<file path="config.mk">
export PLATFORM = sky130hd
export DESIGN_NAME = demux1x2_buf_flat
export DESIGN_NICKNAME = d
export VERILOG_FILES = /design/src/rtl/demux1x2_buf_if.sv /design/src/rtl/demux1x2_buf.sv /design/src/flat_wrapper.sv
export SDC_FILE = /design/constraint.sdc
export NUM_CORES = 1
export LEC_CHECK = 0
export ABC_AREA = 1
export BUFFER_PORTS_ARGS = -buffer_cell sky130_fd_sc_hd__buf_4
export CORE_MARGIN = 1.5
export CORE_UTILIZATION = 55
export CTS_CLUSTER_DIAMETER = 60
export CTS_CLUSTER_SIZE = 28
export DETAILED_ROUTE_END_ITERATION = 10
export PLACE_DENSITY = 0.78
export SYNTH_ARGS = -nofsm -noshare
export SYNTH_HDL_FRONTEND = slang
export SYNTH_SLANG_ARGS = --single-unit
export TNS_END_PERCENT = 20
</file>
<file path="constraint.sdc">
create_clock -name clk -period 2.2 [get_ports clk]
set_input_delay 0.22 -clock clk [delete_from_list [all_inputs] [get_ports clk]]
set_output_delay 0.22 -clock clk [all_outputs]
set_load 0.02 [all_outputs]
</file>
<file path="src/rtl/demux1x2_buf_if.sv">
// Handshake bundle for the buffered 1-to-2 demultiplexer: one input stream, two output lanes.
// The slave modport is the demux itself; the master modport is the surrounding link/consumers.
interface demux1x2_buf_if #(
  parameter int unsigned WIDTH = 8,
  parameter int unsigned CNTW  = 8
);
  logic [WIDTH-1:0] I;
  logic             s0;
  logic             in_valid;
  logic             in_ready;
  logic [WIDTH-1:0] y0;
  logic             y0_valid;
  logic             y0_ready;
  logic [WIDTH-1:0] y1;
  logic             y1_valid;
  logic             y1_ready;
  logic [CNTW-1:0]  cnt0;
  logic [CNTW-1:0]  cnt1;

  modport master (
    output I, s0, in_valid, y0_ready, y1_ready,
    input  in_ready, y0, y0_valid, y1, y1_valid, cnt0, cnt1
  );

  modport slave (
    input  I, s0, in_valid, y0_ready, y1_ready,
    output in_ready, y0, y0_valid, y1, y1_valid, cnt0, cnt1
  );
endinterface

</file>
<file path="src/rtl/demux1x2_buf.sv">
// Buffered 1-to-2 demultiplexer: each accepted word is pushed into the FIFO of lane s0,
// and each lane drains independently under its own valid/ready handshake.
module demux1x2_buf #(
  parameter int unsigned WIDTH = 8,
  parameter int unsigned DEPTH = 2,
  parameter int unsigned CNTW  = 8
) (
  input logic           clk,
  input logic           rst_n,
  demux1x2_buf_if.slave bus
);
  localparam int unsigned AW = $clog2(DEPTH);

  logic             armed;
  logic             in_ready;
  logic [1:0]       full;
  logic [1:0]       empty;
  logic [1:0]       y_ready;
  logic [WIDTH-1:0] head [2];

  assign y_ready  = {bus.y1_ready, bus.y0_ready};
  // Depends only on s0 and registered lane state, never on the lane ready inputs.
  assign in_ready = armed & ~full[bus.s0];

  always_ff @(posedge clk or negedge rst_n) begin
    if (!rst_n) begin
      armed <= 1'b0;
    end else begin
      armed <= 1'b1;
    end
  end

  for (genvar k = 0; k < 2; k++) begin : g_lane
    logic [AW:0]      wr_ptr;
    logic [AW:0]      rd_ptr;
    logic [CNTW-1:0]  cnt;
    logic [WIDTH-1:0] mem [DEPTH];
    logic             sel;
    logic             push;
    logic             pop;

    assign sel      = (k == 0) ? ~bus.s0 : bus.s0;
    assign push     = bus.in_valid & in_ready & sel;
    assign pop      = ~empty[k] & y_ready[k];
    assign full[k]  = (wr_ptr[AW] != rd_ptr[AW]) && (wr_ptr[AW-1:0] == rd_ptr[AW-1:0]);
    assign empty[k] = (wr_ptr == rd_ptr);
    assign head[k]  = empty[k] ? '0 : mem[rd_ptr[AW-1:0]];

    always_ff @(posedge clk or negedge rst_n) begin
      if (!rst_n) begin
        wr_ptr <= '0;
        rd_ptr <= '0;
        cnt    <= '0;
      end else begin
        if (push) begin
          wr_ptr <= wr_ptr + 1'b1;
          cnt    <= cnt + 1'b1;
        end
        if (pop) begin
          rd_ptr <= rd_ptr + 1'b1;
        end
      end
    end

    // Storage needs no reset: an empty lane masks its head to zero.
    always_ff @(posedge clk) begin
      if (push) begin
        mem[wr_ptr[AW-1:0]] <= bus.I;
      end
    end
  end

  assign bus.in_ready = in_ready;
  assign bus.y0       = head[0];
  assign bus.y1       = head[1];
  assign bus.y0_valid = ~empty[0];
  assign bus.y1_valid = ~empty[1];
  assign bus.cnt0     = g_lane[0].cnt;
  assign bus.cnt1     = g_lane[1].cnt;
endmodule
</file>
<file path="src/flat_wrapper.sv">
// flat-port wrapper written by rule: the top's interface ports become plain ports
module demux1x2_buf_flat 
#(
  parameter int unsigned WIDTH = 8,
  parameter int unsigned DEPTH = 2,
  parameter int unsigned CNTW  = 8
)
  (clk, rst_n, bus_I, bus_s0, bus_in_valid, bus_y0_ready, bus_y1_ready, bus_in_ready, bus_y0, bus_y0_valid, bus_y1, bus_y1_valid, bus_cnt0, bus_cnt1);
  demux1x2_buf_if #(.WIDTH(WIDTH), .CNTW(CNTW)) bus_i ();
  input logic clk;
  input logic rst_n;
  input wire logic [$bits(bus_i.I)-1:0] bus_I;
  input wire logic [$bits(bus_i.s0)-1:0] bus_s0;
  input wire logic [$bits(bus_i.in_valid)-1:0] bus_in_valid;
  input wire logic [$bits(bus_i.y0_ready)-1:0] bus_y0_ready;
  input wire logic [$bits(bus_i.y1_ready)-1:0] bus_y1_ready;
  output wire logic [$bits(bus_i.in_ready)-1:0] bus_in_ready;
  output wire logic [$bits(bus_i.y0)-1:0] bus_y0;
  output wire logic [$bits(bus_i.y0_valid)-1:0] bus_y0_valid;
  output wire logic [$bits(bus_i.y1)-1:0] bus_y1;
  output wire logic [$bits(bus_i.y1_valid)-1:0] bus_y1_valid;
  output wire logic [$bits(bus_i.cnt0)-1:0] bus_cnt0;
  output wire logic [$bits(bus_i.cnt1)-1:0] bus_cnt1;
  assign bus_i.I = bus_I;
  assign bus_i.s0 = bus_s0;
  assign bus_i.in_valid = bus_in_valid;
  assign bus_i.y0_ready = bus_y0_ready;
  assign bus_i.y1_ready = bus_y1_ready;
  assign bus_in_ready = bus_i.in_ready;
  assign bus_y0 = bus_i.y0;
  assign bus_y0_valid = bus_i.y0_valid;
  assign bus_y1 = bus_i.y1;
  assign bus_y1_valid = bus_i.y1_valid;
  assign bus_cnt0 = bus_i.cnt0;
  assign bus_cnt1 = bus_i.cnt1;
  demux1x2_buf #(.WIDTH(WIDTH), .DEPTH(DEPTH), .CNTW(CNTW)) u_core (.clk(clk), .rst_n(rst_n), .bus(bus_i));
endmodule
</file>
==> results.md <==
- Cell internal power was estimated by the tool at 0.00264 W.
- The HPWL reported at the end of detailed placement is 3370 µm.
- The number of hold violations in the final report is 0.
- The CTS tree is done.
- The path with the worst hold slack has its endpoint at u_core.g_lane[1].mem[1][0]$_DFFE_PP_.
- The tool flagged a number of max-cap violations equal to 0.
- The first global-routing pass estimated 8080 µm of wire.
- The part of the power in combinational logic is 0.437.
- Counting along the longest clock path gives a buffer depth of 2.
- The share of post-route cells with drive strength above 1 is 0.248.
- The floorplan has 25 rows.
- The synthesized design spends more area on one cell type than any other, namely sky130_fd_sc_hd__edfxtp_1.
- The minimum setup slack in the final design is 0.118 ns.
- The total I/O pin count is 49.
- The share of the Yosys chip area taken by registers is 0.596.
- The largest voltage drop on the vdd net is 0.00114 V.
- The commonest cells after synthesis are sky130_fd_sc_hd__nand2_1, sky130_fd_sc_hd__edfxtp_1, sky130_fd_sc_hd__dfrtp_1.
- The worst endpoint data arrival time is 1.86 ns.
- Wires add up to 5050 µm.
- Input and output buffers added on the ports amount to 48.
- The area of the die is 0.00527 mm².
- The count of nets left with antenna violations after detail routing is 0.
- The share of total power dissipated in the clock network is 0.217.
- Using the TritonRoute via totals, the vias-per-cell ratio works out to 5.17.
- The critical path endpoint category is an output pin.
- Across every metal layer, demand over resource in global routing totals 0.208.
- The area growth from synthesis to final layout is 23.2%.
- The number of design rule violations left after detail routing is 0.
- The analysis attributes to cell leakage a power of 1.52 nW.
- The total clock sinks is 57.
- The flow ran to the end, and the final reports show no timing, DRC or antenna violations.
- STA classifies the critical path startpoint as a flip-flop.
- The post-route clock skew is 0.00704 ns.
- The count of endpoints failing setup in the final report is 0.
- Of all nets on the critical path, the largest fanout is 11.
- Along the worst hold path, the cell count comes to 1.
- The starting DRC count in detailed routing is 104.
- In the post-synthesis netlist, the biggest area contributors are sky130_fd_sc_hd__edfxtp_1, sky130_fd_sc_hd__dfrtp_1, sky130_fd_sc_hd__nand2_1.
- The switching part of the total is 0.409.
- For this configuration, the core starts out at a cell density of 0.568.
- The net count of the finished layout is 342.
- The worst register-to-register path has a setup slack of 0.33 ns.
- The net count of the mapped netlist is 284.
- The number of distinct library cells after synthesis is 26.
- The min-delay analysis places its worst path in the category in2reg.
- During synthesis, Yosys emitted a total of 0 warnings.
- Setup repair after global routing left no endpoint under its margin.
- The required time of the critical path is 1.98 ns.
- The final period demand of the worst path is 2.08 ns.
- The share of synthesized flip-flops with an asynchronous set or reset is 0.439.
- The highest clock rate is 0.480 GHz.
- The cell sitting at the root of the clock tree is a sky130_fd_sc_hd__clkbuf_8.
- The areal power density over the cells is 1360 mW/mm².
- In this run the horizontal extent of the chip is 72.6 µm.
- The core region is 0.00469 mm².
- The number of pins exceeding their max-slew limit in the final report is 0.
- The total number of vias is 1,991.
- The number of enable flip-flop cells after synthesis is 32.
- The number of flip-flops and latches in the synthesized netlist is 57.
- The origin of the critical flop-to-flop path is u_core.g_lane[1].rd_ptr[0]$_DFFE_PN0P_.
- The floorplan step set the die height to 72.6 µm.
- The finished cells cover 0.00328 mm².
- The later-pin clock latency in the skew report is 0.34 ns.
- The number of buffers inserted by post-CTS setup repair is 0.
- The primary flip-flop cell chosen by synthesis mapping is sky130_fd_sc_hd__edfxtp_1.
- The average routed wire per standard cell is 13.1 µm.
- The pin count of the biggest net entering global routing is 26.
- The setup slack after placement is 0.344 ns.
- In the synthesized netlist, the number of instances is 268.
- The category of the most critical setup path is reg2out.
- TritonCTS created 9 clock buffers.
- The share of total power dissipated in sequential elements is 0.347.
- In this run the critical register-to-register path is captured at u_core.g_lane[1].mem[1][4]$_DFFE_PP_.
- For the worst flop-to-flop path, the logic depth is 8.
- The antenna diode count is 0.
- The setup TNS is 0 ns.
- The number of antenna violations at the first check in global routing is 0.
- The residual overflow from global routing is 0.
- The power after layout is 0.00446 W.
- The startpoint of the worst setup timing path is u_core.g_lane[0].rd_ptr[0]$_DFFE_PN0P_.
- In this run the most critical hold path is launched from bus_I[0].
- The cell with the most instances after synthesis is sky130_fd_sc_hd__nand2_1.
- For this design the total switching power over the nets is 0.00183 W.
- The clock slew seen by the registers of the worst setup and hold paths is 0.07 ns.
- The first detailed-routing pass ran for 4 iterations.
- The maximum level of the CTS H-tree is 3.
- Of the post-synthesis cell area, the dominant cell type holds 0.361.
- The last weighted congestion value of the routability-driven placer is 0.826.
- Of the available clock period, the critical path in the final layout requires 0.946.
- The via count of the first global-routing pass was 1,804.
- The synthesized area per cell is 9.94 µm².
- The instance area at placement is 0.00308 mm².
- The summed instance area of the synthesized netlist is 0.00266 mm².
-- how the worst max path moves through the flow --
stage	end	slack (ns)
detailed placement	u_core.g_lane[1].mem[1][4]$_DFFE_PP_	0.34
CTS	bus_y0[0]	0.11
finish	bus_y0[0]	0.12
floorplan	u_core.g_lane[1].mem[1][0]$_DFFE_PP_	0.37
global route	bus_y0[0]	0.002
global placement	u_core.g_lane[1].mem[1][4]$_DFFE_PP_	0.39
-- sequential cells by signal, summed over array words and instances, names as in the netlist --
signal,cells
u_core.bus.cnt1,8
u_core.armed,1
u_core.g_lane.mem,32
u_core.g_lane.wr_ptr,4
u_core.bus.cnt0,8
u_core.g_lane.rd_ptr,4
-- stage by stage --
stage               cells   util  hold WS (ns)
global placement      368  0.655         0.142
detailed placement    368  0.655         0.140
floorplan             268      -       -0.0756
finish                385  0.699        0.0840
CTS                   385  0.699        0.0708
global route          385  0.699        0.0765
-- worst max-delay path, stage by stage (launching register included) --
cell                      delay [ns]
sky130_fd_sc_hd__dfrtp_1        0.53
sky130_fd_sc_hd__xnor2_2        0.32
sky130_fd_sc_hd__nand2_1        0.17
sky130_fd_sc_hd__inv_1          0.24
sky130_fd_sc_hd__a21oi_1        0.09
sky130_fd_sc_hd__buf_4          0.17
-- cells by family (layout without fill, tap and decap cells) --
logic type	count (synthesis)	in the layout	synth area share
other cells	1	1	0.00141
flops	57	57	0.596
simple gates	142	142	0.246
buf+inv	31	94	0.0554
xor+xnor	15	15	0.0521
compound gates	20	20	0.0404
fa+ha+maj	2	2	0.00939
-- layer usage --
metal | routed length, µm | up-vias | GRT usage
met2 | 2400 | 50 | 0.311
met3 | 299 | 15 | 0.0691
met1 | 2240 | 930 | 0.275
li1 | - | 996 | -
met5 | 0 | - | 0
met4 | 101 | 0 | 0.101
-- placed cells by master (no fill, tap or decap) --
cell type / netlist / layout
sky130_fd_sc_hd__nand3_1: 6 / 6
sky130_fd_sc_hd__clkinv_1: 1 / 1
sky130_fd_sc_hd__dlygate4sd3_1: 0 / 1
sky130_fd_sc_hd__o21ai_2: 2 / 2
sky130_fd_sc_hd__nor2_2: 1 / 1
sky130_fd_sc_hd__buf_4: 1 / 54
sky130_fd_sc_hd__ha_1: 2 / 2
sky130_fd_sc_hd__nand4_4: 2 / 2
sky130_fd_sc_hd__edfxtp_1: 32 / 32
sky130_fd_sc_hd__clkbuf_8: 0 / 10
sky130_fd_sc_hd__clkinvlp_4: 0 / 2
sky130_fd_sc_hd__xnor2_1: 6 / 6
sky130_fd_sc_hd__a21oi_1: 18 / 18
sky130_fd_sc_hd__xnor2_2: 1 / 1
sky130_fd_sc_hd__dfrtp_1: 25 / 25
sky130_fd_sc_hd__nor2b_4: 1 / 1
sky130_fd_sc_hd__clkinv_2: 0 / 2
sky130_fd_sc_hd__conb_1: 1 / 1
sky130_fd_sc_hd__nor2_4: 2 / 2
sky130_fd_sc_hd__nand3_2: 1 / 1
sky130_fd_sc_hd__nand2_4: 1 / 1
sky130_fd_sc_hd__nand4_1: 15 / 15
sky130_fd_sc_hd__inv_1: 20 / 20
sky130_fd_sc_hd__nand2_1: 98 / 98
sky130_fd_sc_hd__xor2_1: 8 / 8
sky130_fd_sc_hd__clkbuf_1: 0 / 1
sky130_fd_sc_hd__nor2_1: 15 / 15
sky130_fd_sc_hd__inv_2: 2 / 2
sky130_fd_sc_hd__bufinv_16: 0 / 1
-- power groups by stage --
stage               logic [W]  clock network [W]  registers, W
floorplan             0.00126                  0       0.00156
global placement      0.00192                  0       0.00156
detailed placement    0.00195                  0       0.00156
CTS                   0.00196           0.000982       0.00155
global route          0.00213            0.00101       0.00157
finish                0.00195           0.000966       0.00155
-- area by class of cell --
class	count	area [µm²]
clock buffers	11	141
clock inverters	5	55.1
fillers	362	1410
inverters	23	86.3
multi-input cells	180	930
flip-flops and latches	57	1590
well taps	54	67.6
repair buffers	55	415
-- timing repair --
action | CTS | global route
resized for setup | 0 | 0
setup endpoints to repair | 0 | 0
hold buffers | 1 | 0
endpoints found under the hold margin | 25 | 0
(Power assumes the default switching activity.)
